## config.mk

```make
export PLATFORM = sky130hd
export DESIGN_NAME = hazard_ctrl_unit_flat
export DESIGN_NICKNAME = d
export VERILOG_FILES = /design/src/rtl/hazard_ctrl_unit_if.sv /design/src/rtl/hazard_ctrl_unit.sv /design/src/flat_wrapper.sv
export SDC_FILE = /design/constraint.sdc
export NUM_CORES = 1
export LEC_CHECK = 0
export ABC_AREA = 1
export ABC_CLOCK_PERIOD_IN_PS = 3300
export BUFFER_PORTS_ARGS = -buffer_cell sky130_fd_sc_hd__buf_2
export CAP_MARGIN = 10
export CELL_PAD_IN_SITES_DETAIL_PLACEMENT = 2
export CELL_PAD_IN_SITES_GLOBAL_PLACEMENT = 2
export CORE_MARGIN = 3
export CORE_UTILIZATION = 21
export DETAILED_ROUTE_END_ITERATION = 7
export HOLD_SLACK_MARGIN = 0.06
export PLACE_DENSITY_LB_ADDON = 0.1
export SKIP_CTS_REPAIR_TIMING = 1
export SLEW_MARGIN = 25
export SYNTH_ARGS = -nofsm -noshare
export SYNTH_HDL_FRONTEND = slang
export SYNTH_SLANG_ARGS = --single-unit
export TNS_END_PERCENT = 100
```

## constraint.sdc

```tcl
create_clock -name clk -period 3.3 [get_ports clk]
set_clock_uncertainty 0.2 [all_clocks]
set_input_delay 0.495 -clock clk [delete_from_list [all_inputs] [get_ports clk]]
set_output_delay 0.495 -clock clk [all_outputs]
set_load 0.02 [all_outputs]
```

## src/rtl/hazard_ctrl_unit_if.sv

```systemverilog
// Pipeline-side bundle for hazard_ctrl_unit: stage register ids/enables in, stall/flush/forward controls out.
// Perf counter outputs exist only when HAZ_PERF_CNT_EN is defined.
interface hazard_ctrl_unit_if #(
    parameter int unsigned REG_AW = 5
`ifdef HAZ_PERF_CNT_EN
    , parameter int unsigned PERF_W = 32
`endif
);
    logic [REG_AW-1:0] RS1_D;
    logic [REG_AW-1:0] RS2_D;
    logic [REG_AW-1:0] RS1_E;
    logic [REG_AW-1:0] RS2_E;
    logic [REG_AW-1:0] RD_E;
    logic [REG_AW-1:0] RD_M;
    logic [REG_AW-1:0] RD_W;
    logic              RegWriteE;
    logic              RegWriteM;
    logic              RegWriteW;
    logic [1:0]        ResultSrcE;
    logic              PCSrcE;
    logic              MemReqM;
    logic              MemReadyM;
    logic [1:0]        ForwardAE;
    logic [1:0]        ForwardBE;
    logic              StallF;
    logic              StallD;
    logic              StallE;
    logic              StallM;
    logic              FlushD;
    logic              FlushE;
    logic              FlushW;
    logic              MemErr;
`ifdef HAZ_PERF_CNT_EN
    logic [PERF_W-1:0] PerfLuStall;
    logic [PERF_W-1:0] PerfMemStall;
    logic [PERF_W-1:0] PerfBrFlush;
`endif

    modport master (
        output RS1_D, RS2_D, RS1_E, RS2_E, RD_E, RD_M, RD_W,
        output RegWriteE, RegWriteM, RegWriteW, ResultSrcE, PCSrcE, MemReqM, MemReadyM,
        input  ForwardAE, ForwardBE, StallF, StallD, StallE, StallM,
        input  FlushD, FlushE, FlushW, MemErr
`ifdef HAZ_PERF_CNT_EN
        , input PerfLuStall, PerfMemStall, PerfBrFlush
`endif
    );

    modport slave (
        input  RS1_D, RS2_D, RS1_E, RS2_E, RD_E, RD_M, RD_W,
        input  RegWriteE, RegWriteM, RegWriteW, ResultSrcE, PCSrcE, MemReqM, MemReadyM,
        output ForwardAE, ForwardBE, StallF, StallD, StallE, StallM,
        output FlushD, FlushE, FlushW, MemErr
`ifdef HAZ_PERF_CNT_EN
        , output PerfLuStall, PerfMemStall, PerfBrFlush
`endif
    );
endinterface

```

## src/rtl/hazard_ctrl_unit.sv

```systemverilog
// Unified hazard control: operand forwarding, load-use stall, branch flush and data-memory wait/timeout FSM.
// Optional saturating perf counters are built when HAZ_PERF_CNT_EN is defined.
module hazard_ctrl_unit #(
    parameter int unsigned REG_AW       = 5,
    parameter int unsigned WAIT_TIMEOUT = 16,
    parameter int unsigned PERF_W       = 32
) (
    input logic               clk,
    input logic               rst,
    hazard_ctrl_unit_if.slave hz
);
    localparam int unsigned      CNT_W    = 8;
    localparam logic [CNT_W-1:0] CNT_LAST = CNT_W'(WAIT_TIMEOUT - 1);

    if (WAIT_TIMEOUT < 2 || WAIT_TIMEOUT > 255) begin : g_bad_timeout
        $error("hazard_ctrl_unit: WAIT_TIMEOUT must be in 2..255");
    end
    if (PERF_W < 1) begin : g_bad_perf_w
        $error("hazard_ctrl_unit: PERF_W must be at least 1");
    end

    typedef enum logic {
        ST_RUN      = 1'b0,
        ST_MEM_WAIT = 1'b1
    } state_e;

    state_e           r_state;
    state_e           w_state_nxt;
    logic [CNT_W-1:0] r_wait_cnt;
    logic [CNT_W-1:0] w_wait_cnt_nxt;
    logic             r_mem_err;
    logic             w_mem_stall;
    logic             w_timeout;
    logic             w_load_use;
    logic             w_branch;
    logic             w_unused_ok;

    // Youngest in-flight writer wins; x0 is never forwarded.
    function automatic logic [1:0] fwd_sel(input logic [REG_AW-1:0] rs,
                                           input logic [REG_AW-1:0] rd_m,
                                           input logic [REG_AW-1:0] rd_w,
                                           input logic              we_m,
                                           input logic              we_w);
        logic [1:0] sel;
        sel = 2'b00;
        if (we_m && (rd_m != '0) && (rd_m == rs)) begin
            sel = 2'b10;
        end else if (we_w && (rd_w != '0) && (rd_w == rs)) begin
            sel = 2'b01;
        end
        return sel;
    endfunction

    // Load destination is inferred from ResultSrcE, so the E-stage write enable is not consulted.
    assign w_unused_ok = hz.RegWriteE;

    always_ff @(posedge clk) begin
        if (!rst) begin
            r_state    <= ST_RUN;
            r_wait_cnt <= '0;
            r_mem_err  <= 1'b0;
        end else begin
            r_state    <= w_state_nxt;
            r_wait_cnt <= w_wait_cnt_nxt;
            r_mem_err  <= w_timeout;
        end
    end

    always_comb begin
        w_state_nxt    = r_state;
        w_wait_cnt_nxt = '0;
        w_mem_stall    = 1'b0;
        w_timeout      = 1'b0;
        w_load_use     = 1'b0;
        w_branch       = 1'b0;
        hz.ForwardAE   = 2'b00;
        hz.ForwardBE   = 2'b00;
        hz.StallF      = 1'b0;
        hz.StallD      = 1'b0;
        hz.StallE      = 1'b0;
        hz.StallM      = 1'b0;
        hz.FlushD      = 1'b0;
        hz.FlushE      = 1'b0;
        hz.FlushW      = 1'b0;

        case (r_state)
            ST_RUN: begin
                w_mem_stall = hz.MemReqM && !hz.MemReadyM;
                if (w_mem_stall) begin
                    w_state_nxt = ST_MEM_WAIT;
                end
            end
            ST_MEM_WAIT: begin
                w_wait_cnt_nxt = r_wait_cnt + CNT_W'(1);
                w_timeout      = !hz.MemReadyM && (r_wait_cnt == CNT_LAST);
                w_mem_stall    = !hz.MemReadyM && !w_timeout;
                if (hz.MemReadyM || w_timeout) begin
                    w_state_nxt = ST_RUN;
                end
            end
            default: w_state_nxt = ST_RUN;
        endcase

        w_load_use = (hz.ResultSrcE == 2'b01) && (hz.RD_E != '0) &&
                     ((hz.RD_E == hz.RS1_D) || (hz.RD_E == hz.RS2_D));
        w_branch   = hz.PCSrcE;

        // Memory stall freezes everything and masks branch/load-use until the access is released.
        if (rst) begin
            hz.ForwardAE = fwd_sel(hz.RS1_E, hz.RD_M, hz.RD_W, hz.RegWriteM, hz.RegWriteW);
            hz.ForwardBE = fwd_sel(hz.RS2_E, hz.RD_M, hz.RD_W, hz.RegWriteM, hz.RegWriteW);
            if (w_mem_stall) begin
                hz.StallF = 1'b1;
                hz.StallD = 1'b1;
                hz.StallE = 1'b1;
                hz.StallM = 1'b1;
                hz.FlushW = 1'b1;
            end else begin
                hz.FlushW = w_timeout;
                if (w_branch) begin
                    hz.FlushD = 1'b1;
                    hz.FlushE = 1'b1;
                end else if (w_load_use) begin
                    hz.StallF = 1'b1;
                    hz.StallD = 1'b1;
                    hz.FlushE = 1'b1;
                end
            end
        end
    end

    assign hz.MemErr = r_mem_err;

`ifdef HAZ_PERF_CNT_EN
    logic [PERF_W-1:0] r_perf_lu;
    logic [PERF_W-1:0] r_perf_mem;
    logic [PERF_W-1:0] r_perf_br;

    // Each counter tracks cycles in which its hazard actually won output priority.
    always_ff @(posedge clk) begin
        if (!rst) begin
            r_perf_lu  <= '0;
            r_perf_mem <= '0;
            r_perf_br  <= '0;
        end else begin
            if (!w_mem_stall && !w_branch && w_load_use && (r_perf_lu != '1)) begin
                r_perf_lu <= r_perf_lu + PERF_W'(1);
            end
            if (w_mem_stall && (r_perf_mem != '1)) begin
                r_perf_mem <= r_perf_mem + PERF_W'(1);
            end
            if (!w_mem_stall && w_branch && (r_perf_br != '1)) begin
                r_perf_br <= r_perf_br + PERF_W'(1);
            end
        end
    end

    assign hz.PerfLuStall  = r_perf_lu;
    assign hz.PerfMemStall = r_perf_mem;
    assign hz.PerfBrFlush  = r_perf_br;
`endif
endmodule

```

## src/flat_wrapper.sv

```systemverilog
// flat-port wrapper written by rule: the top's interface ports become plain ports
module hazard_ctrl_unit_flat 
#(
    parameter int unsigned REG_AW       = 5,
    parameter int unsigned WAIT_TIMEOUT = 16,
    parameter int unsigned PERF_W       = 32
)
  (clk, rst, hz_RS1_D, hz_RS2_D, hz_RS1_E, hz_RS2_E, hz_RD_E, hz_RD_M, hz_RD_W, hz_RegWriteE, hz_RegWriteM, hz_RegWriteW, hz_ResultSrcE, hz_PCSrcE, hz_MemReqM, hz_MemReadyM, hz_ForwardAE, hz_ForwardBE, hz_StallF, hz_StallD, hz_StallE, hz_StallM, hz_FlushD, hz_FlushE, hz_FlushW, hz_MemErr);
  hazard_ctrl_unit_if #(.REG_AW(REG_AW)) hz_i ();
  input logic clk;
  input logic rst;
  input wire logic [$bits(hz_i.RS1_D)-1:0] hz_RS1_D;
  input wire logic [$bits(hz_i.RS2_D)-1:0] hz_RS2_D;
  input wire logic [$bits(hz_i.RS1_E)-1:0] hz_RS1_E;
  input wire logic [$bits(hz_i.RS2_E)-1:0] hz_RS2_E;
  input wire logic [$bits(hz_i.RD_E)-1:0] hz_RD_E;
  input wire logic [$bits(hz_i.RD_M)-1:0] hz_RD_M;
  input wire logic [$bits(hz_i.RD_W)-1:0] hz_RD_W;
  input wire logic [$bits(hz_i.RegWriteE)-1:0] hz_RegWriteE;
  input wire logic [$bits(hz_i.RegWriteM)-1:0] hz_RegWriteM;
  input wire logic [$bits(hz_i.RegWriteW)-1:0] hz_RegWriteW;
  input wire logic [$bits(hz_i.ResultSrcE)-1:0] hz_ResultSrcE;
  input wire logic [$bits(hz_i.PCSrcE)-1:0] hz_PCSrcE;
  input wire logic [$bits(hz_i.MemReqM)-1:0] hz_MemReqM;
  input wire logic [$bits(hz_i.MemReadyM)-1:0] hz_MemReadyM;
  output wire logic [$bits(hz_i.ForwardAE)-1:0] hz_ForwardAE;
  output wire logic [$bits(hz_i.ForwardBE)-1:0] hz_ForwardBE;
  output wire logic [$bits(hz_i.StallF)-1:0] hz_StallF;
  output wire logic [$bits(hz_i.StallD)-1:0] hz_StallD;
  output wire logic [$bits(hz_i.StallE)-1:0] hz_StallE;
  output wire logic [$bits(hz_i.StallM)-1:0] hz_StallM;
  output wire logic [$bits(hz_i.FlushD)-1:0] hz_FlushD;
  output wire logic [$bits(hz_i.FlushE)-1:0] hz_FlushE;
  output wire logic [$bits(hz_i.FlushW)-1:0] hz_FlushW;
  output wire logic [$bits(hz_i.MemErr)-1:0] hz_MemErr;
  assign hz_i.RS1_D = hz_RS1_D;
  assign hz_i.RS2_D = hz_RS2_D;
  assign hz_i.RS1_E = hz_RS1_E;
  assign hz_i.RS2_E = hz_RS2_E;
  assign hz_i.RD_E = hz_RD_E;
  assign hz_i.RD_M = hz_RD_M;
  assign hz_i.RD_W = hz_RD_W;
  assign hz_i.RegWriteE = hz_RegWriteE;
  assign hz_i.RegWriteM = hz_RegWriteM;
  assign hz_i.RegWriteW = hz_RegWriteW;
  assign hz_i.ResultSrcE = hz_ResultSrcE;
  assign hz_i.PCSrcE = hz_PCSrcE;
  assign hz_i.MemReqM = hz_MemReqM;
  assign hz_i.MemReadyM = hz_MemReadyM;
  assign hz_ForwardAE = hz_i.ForwardAE;
  assign hz_ForwardBE = hz_i.ForwardBE;
  assign hz_StallF = hz_i.StallF;
  assign hz_StallD = hz_i.StallD;
  assign hz_StallE = hz_i.StallE;
  assign hz_StallM = hz_i.StallM;
  assign hz_FlushD = hz_i.FlushD;
  assign hz_FlushE = hz_i.FlushE;
  assign hz_FlushW = hz_i.FlushW;
  assign hz_MemErr = hz_i.MemErr;
  hazard_ctrl_unit #(.REG_AW(REG_AW), .WAIT_TIMEOUT(WAIT_TIMEOUT), .PERF_W(PERF_W)) u_core (.clk(clk), .rst(rst), .hz(hz_i));
endmodule
```

==> metrics.yaml, run 1 <==
status: "finished clean"
drt-initial-drc-count: 20
worst_ep_arrival_time_ns: 1.69
syn_area_per_cell_um2: 5.918
hold_viol_final: 0
fmax_mhz: 419.0
multi_input_area_um2: 651.9
first_pass_iters: 4
worst_pin_slew_ns: 0.2300
grt_pass1_vias: 1305
crit_fanout: 4
core_um2: 4384
ys_seq_elements: 10
pin_count: 57
end_kind: "output pin"
cts-buffers-inserted: 3
numClockSinks: 10
rsz0062_at_grt: "false"
grt_overflow: 0
slew_violations: 0
area_growth_pct: 39.43
hp-class: "in2reg"
routedWlPerCell_um: 12.29
clk_pin_slew_ns: 0.05
diodes: 0
via_per_inst: 4.478
synth_cell_types: 22
clockBufferDepth: 2
syn-num-nets: 209
initial_utilization: 0.2200
drtAntennaViolNets: 0
max_slew_margin: 0.8455
seqCellArea_um2: 200.2
clockRootBuffer: "clkbuf_8"
dpl.hpwl_mm: 3.055
fin_util: 0.3068
post_route_cells_drive_above_1_share: 0.2864
routabilityCongestion: 0.8174
worst_setup_path_start_kind: "register"
drc: 0
min_period_ns: 2.387
track_usage: 0.1263
std_cell_rows: 24
cap_violations: 0
portBuffers: 55
die_x_um: 73.78
p_per_area_nw_per_um2: 285.3
nets: 267
fillCellCount: 547
worstSkewPairLatency_ns: 0.23
setup_viol: 0
final.setup.tns_ns: 0
postRouteWirelength_mm: 3.344
cts_tree: "built"
fp.dieArea_um2: 5443
synthCells: 163
htreeDepth: 1
ys_warn_count: 0
synthesis.area_um2: 964.7
crit_required_ns: 2.60
antenna_found_initial: 0
grt_pass1_wl_mm: 5.471
crit_type: "reg2out"
ir_drop_mv: 0.07134
finalCritPeriodShare: 0.7233
leakagePower_uw: 0.0007457
die_h_um: 73.78
grt_max_degree: 7
dr_total_vias: 1218
ys_seq_area_frac: 0.2075
state kept, by name, indices dropped and copies added, names as in the netlist:
name	flops
u_core.r_state	1
u_core.hz.MemErr	1
u_core.r_wait_cnt	8
final timing paths:
| check | startpoint | endpoint | slack, ns | depth (start not counted) |
|---|---|---|---|---|
| worst max-delay path | u_core.r_wait_cnt[0] | hz_StallD | 0.91 | 9 |
| worst min-delay path | hz_MemReadyM | u_core.hz.MemErr | 0.25 | 2 |
| worst max register to register | u_core.r_wait_cnt[0] | u_core.r_wait_cnt[6] | 1.83 | 6 |
| worst min register to register | u_core.r_wait_cnt[0] | u_core.r_wait_cnt[0] | 0.25 | 1 |
synth_stat cells:
library cell / instances / area share
o21ai_0: 5 / 0.026
or2_0: 1 / 0.0065
nor2b_1: 1 / 0.0065
xnor2_1: 7 / 0.064
nand4_1: 2 / 0.013
nand2_1: 34 / 0.13
dfxtp_1: 10 / 0.21
nand3_1: 9 / 0.047
nor3_1: 7 / 0.036
xor2_1: 12 / 0.11
and3_1: 1 / 0.0065
o21a_1: 1 / 0.0078
a21oi_2: 1 / 0.0091
nor2_1: 31 / 0.12
ha_1: 1 / 0.013
nor2_4: 1 / 0.012
buf_4: 2 / 0.016
nand3b_1: 2 / 0.016
a21oi_1: 7 / 0.036
nand2_2: 1 / 0.0065
inv_1: 26 / 0.10
o21ai_2: 1 / 0.0091
final cells by class:
cell class	instances	area share
Clock buffer	4	0.04093
Tap cell	52	0.04837
Timing Repair Buffer	55	0.2047
Multi-Input combinational cell	125	0.4847
Sequential cell	10	0.1488
Inverter	26	0.07256
layer usage:
| layer | vias to the layer above | share of wire | wire length [µm] | track usage |
|---|---|---|---|---|
| met5 | - | 0 | 0 | 0 |
| met4 | 0 | 0.0036 | 12 | 0.03018 |
| met3 | 2 | 0.039 | 129 | 0.01642 |
| met2 | 25 | 0.54 | 1794 | 0.2382 |
| met1 | 574 | 0.42 | 1407 | 0.1481 |
| li1 | 617 | - | - | - |
cells in the final DEF (no fill, tap or decap), types with 2 or more instances in the layout:
master,count
nand4_1,2
clkbuf_8,4
xnor2_1,7
nand3b_1,2
inv_1,26
dfxtp_1,10
nor3_1,7
buf_2,55
nor2_1,31
a21oi_1,7
nand2_1,34
nand3_1,9
xor2_1,12
o21ai_0,5
report_power, final:
group          total (µW)  leakage [µW]  internal [µW]  switching, µW
sequential            123     0.0000808            122          0.871
combinational         109      0.000636           47.4           61.7
clock                 152     0.0000288            105           46.9
critical path, cell delays in order (launching register included):
cell and delay (ns):
dfxtp_1 0.32, ha_1 0.22, nand2_2 0.11, nor2_4 0.05, nand4_1 0.09, nand3b_1 0.13
nor2_1 0.20, inv_1 0.08, o21ai_2 0.07, buf_2 0.18
through the flow:
stage                     hold WS [ns]  setup WS (ns)  power [µW]  std cells  area [µm²]
after floorplan                 0.2176         0.9688       181.8        163       964.7
after global placement          0.2310          1.097       232.1        268        1290
after detailed placement        0.2504          1.090       237.0        268        1290
after CTS                       0.2503         0.8406       391.3        272        1345
after global routing            0.2626         0.7123       409.6        272        1345
final                           0.2514         0.9131       383.7        272        1345
logic make-up after synthesis:
| family | Yosys count | share of synthesized area |
|---|---|---|
| compound gates | 15 | 0.08820 |
| xor+xnor | 19 | 0.1725 |
| fa+ha+maj | 1 | 0.01297 |
| buf+inv | 28 | 0.1167 |
| flops | 10 | 0.2075 |
| simple gates | 90 | 0.4021 |
Power figures use the tool's default switching activity.
==> inputs of run 2 (changes only) <==
--- a/config.mk
+++ b/config.mk
@@ -5,8 +5,8 @@
 export SDC_FILE = /design/constraint.sdc
 export NUM_CORES = 1
 export LEC_CHECK = 0
-export ABC_AREA = 1
-export ABC_CLOCK_PERIOD_IN_PS = 3300
+export ABC_AREA = 0
+export ABC_CLOCK_PERIOD_IN_PS = 2400
 export BUFFER_PORTS_ARGS = -buffer_cell sky130_fd_sc_hd__buf_2
 export CAP_MARGIN = 10
 export CELL_PAD_IN_SITES_DETAIL_PLACEMENT = 2
==> constraint.sdc (replaced) <==
create_clock -name clk -period 2.4 [get_ports clk]
set_clock_uncertainty 0.2 [all_clocks]
set_input_delay 0.36 -clock clk [delete_from_list [all_inputs] [get_ports clk]]
set_output_delay 0.36 -clock clk [all_outputs]
set_load 0.02 [all_outputs]
==> run 2 against run 1 <==
  * The flow now finishes with violations (setup timing)
  * Core utilization grew 4.2 points
  * Sequential cell count is the same
  * Die area shrank 9.5%
  * Sequential share of layout area grew 0.31 points
  * Critical path depth shrank 3
  * Sequential power grew 37%
  * Via count shrank 20%
  * Final area shrank 0.84%
  * Synthesized cell count shrank 37%
  * Non-clock buffer count grew 6
  * Worst hold slack lost 0.0087 ns
  * Largest power group unchanged
==> metrics.yaml, run 2 <==
clockRootBuffer: "clkbuf_8"  # unchanged
crit_required_ns: 1.84  # was 2.60 ns
rr_endpoint: "u_core.r_state"  # was u_core.r_wait_cnt[6]
core_um2: 3826  # was 4384 µm²
final_cell_mix: "50 x buf_2, 26 x xor2_1, 12 x nor2_1"  # was 55 x buf_2, 34 x nand2_1, 31 x nor2_1
dr_total_vias: 969  # was 1218
finalCritPeriodShare: 1.004
area_growth_pct: 54.27  # was 39.43%
portBuffers: 55  # unchanged
yosys.cell_count.top_type: "xor2_1"  # was nand2_1
worstSkewPairLatency_ns: 0.24  # was 0.23 ns
cts_tree: "built"  # unchanged
grt_pass1_wl_mm: 5.043  # was 5.471 mm
synthCells: 102  # was 163
rsz0062_at_grt: "true"  # was false
syn_area_per_cell_um2: 8.476  # was 5.918 µm²
synth.area.top_cells: "xor2_1 26%, dfxtp_1 23%, xnor2_1 10%"  # was dfxtp_1 21%, nand2_1 13%, nor2_1 12%
status: "finished with violations"  # was finished clean
numClockSinks: 10  # unchanged
final.setup.tns_ns: -0.02125  # was 0 ns
fin_util: 0.3486  # was 0.3068
seqCellArea_um2: 202.7  # was 200.2 µm²
slowest_delay_ns: 0.56  # was 0.32 ns
via_per_inst: 4.571  # was 4.478
worst_pin_slew_ns: 0.4349  # was 0.2300 ns
post_route_cells_drive_above_1_share: 0.4634  # was 0.2864
ys_seq_elements: 10  # unchanged
ys_warn_count: 0  # unchanged
die_h_um: 70.17  # was 73.78 µm
reg2reg_depth: 5  # was 6
syn-num-nets: 148  # was 209
synth_edf_count: 0  # unchanged
fillCellCount: 439  # was 547
drtAntennaViolNets: 0  # unchanged
path_cells: "or4b_4 -> nor3_4 -> buf_6 -> nor3_4 -> o21bai_4 -> buf_6"  # was ha_1 -> nand2_2 -> nor2_4 -> nand4_1 -> nand3b_1 -> nor2_1 -> inv_1 -> o21ai_2 -> buf_2
grt_overflow: 0  # unchanged
critPathSlowestCell: "or4b_4"  # was dfxtp_1
slew_violations: 0  # unchanged
end_kind: "output pin"  # unchanged
diodes: 0  # unchanged
layout_setup_ws_ns: -0.01072  # was 0.9131 ns
drt-initial-drc-count: 19  # was 20
synthesis.area_um2: 864.6  # was 964.7 µm²
fp.dieArea_um2: 4923  # was 5443 µm²
ys.flop_type: "dfxtp_1"  # unchanged
ys_seq_area_frac: 0.2315  # was 0.2075
fmax_mhz: 414.8
track_usage: 0.1261  # was 0.1263
cap_violations: 0  # unchanged
crit_start: "u_core.r_wait_cnt[7]"  # was u_core.r_wait_cnt[0]
drc: 0  # unchanged
regToRegStartpoint: "u_core.r_wait_cnt[7]"  # was u_core.r_wait_cnt[0]
hold_viol_final: 0  # unchanged
fin_area_um2: 1334  # was 1345 µm²
cts-buffers-inserted: 3  # unchanged
min_period_ns: 2.411
max_slew_margin: 0.7055  # was 0.8455
final_common_cell: "buf_2"  # unchanged
hold_start: "u_core.r_wait_cnt[0]"  # was hz_MemReadyM
largest_register_ffs: 8  # unchanged
initial_utilization: 0.2260  # was 0.2200
multi_input_area_um2: 681.9  # was 651.9 µm²
antenna_found_initial: 0  # unchanged
grt_pass1_vias: 1038  # was 1305
routedWlPerCell_um: 14.35  # was 12.29 µm
synth-async-reset-ratio: 0  # unchanged
grt_max_degree: 9  # was 7
top_register: "u_core.r_wait_cnt"  # unchanged
yosysTopAreaCell: "xor2_1"  # was dfxtp_1
dpl.hpwl_mm: 2.647  # was 3.055 mm
pin_count: 57  # unchanged
leakagePower_uw: 0.0006018  # was 0.0007457 µW
endpoint: "hz_StallF"  # was hz_StallD
clockBufferDepth: 2  # unchanged
hp-class: "reg2reg"  # was in2reg
post_dp_cell_area_um2: 1205  # was 1290 µm²
routabilityCongestion: 0.7834  # was 0.8174
postRouteWirelength_mm: 3.042  # was 3.344 mm
crit_type: "reg2out"  # unchanged
whs_ns: 0.2426  # was 0.2514 ns
die_x_um: 70.17  # was 73.78 µm
ir_drop_mv: 0.1163  # was 0.07134 mV
first_pass_iters: 3  # was 4
synth_top_area_share: 0.2634  # was 0.2075
setup_viol: 2  # was 0
ff2ff_setup_slack_ns: 0.70  # was 1.83 ns
crit_fanout: 3  # was 4
synth_cell_types: 29  # was 22
total_power_uw: 493.7  # was 383.7 µW
std_cell_rows: 22  # was 24
htreeDepth: 1  # unchanged
synth_commonest_cells: "26 x xor2_1, 12 x nor2_1, 10 x dfxtp_1, 10 x xnor2_1, 7 x nand3_1"  # was 34 x nand2_1, 31 x nor2_1, 26 x inv_1, 12 x xor2_1, 10 x dfxtp_1
p_per_area_nw_per_um2: 370.1  # was 285.3 nW/µm²
violations: "setup timing"
clk_pin_slew_ns: 0.05  # about the same
worst_setup_path_start_kind: "register"  # unchanged
nets: 212  # was 267
worst_ep_arrival_time_ns: 1.85  # was 1.69 ns
[run 2: logic make-up after synthesis]
logic type / share of synthesized area
AND/OR/NAND/NOR: 0.2923
adder cells (fa/ha/maj): 0.01447
flip-flops: 0.2315
XOR/XNOR: 0.3647
AO/OA/AOI/OAI: 0.07525
buffers and inverters: 0.02170
[run 2: per-layer routing]
metal	share of wire	up-vias	wire, µm	GRT usage
li1	-	482	-	-
met1	0.42	441	1281	0.1531
met2	0.51	42	1550	0.2225
met3	0.060	4	182	0.02446
met4	0.0092	0	28	0.03830
met5	0	-	0	0
[run 2: power breakdown]
group	switching [µW]	internal, µW
registers	0.933	168
clock network	64.7	110
logic	77.6	72.7
[run 2: worst max-delay path, delay by kind of cell (launching register included)]
kind | cells | cell delay [ns]
AOI/OAI and AO/OA | 1 | 0.19
buffers and inverters | 2 | 0.28
DFF | 1 | 0.32
and+or+nand+nor | 3 | 0.83
[run 2: stage by stage]
stage / instances / setup WS (ns)
2_1_floorplan: 102 / 0.1359
3_3_place_gp: 205 / 0.05962
3_5_place_dp: 205 / 0.02977
4_1_cts: 208 / -0.07936
5_1_grt: 212 / -0.1011
6_report: 212 / -0.01072
[run 2: cell type report]
type                            count  area share
Tap cell                           48     0.04503
Timing Repair Buffer               61      0.2580
Sequential cell                    10      0.1520
Multi-Input combinational cell     89      0.5113
Clock buffer                        3     0.03096
Inverter                            1    0.002814
[run 2: worst min path at each step]
stage	end	cells after the start
6_report	u_core.r_wait_cnt[0]	1
5_1_grt	u_core.r_wait_cnt[0]	1
4_1_cts	u_core.r_wait_cnt[0]	1
3_5_place_dp	u_core.r_wait_cnt[0]	1
3_3_place_gp	u_core.r_wait_cnt[0]	1
2_1_floorplan	u_core.r_wait_cnt[0]	1
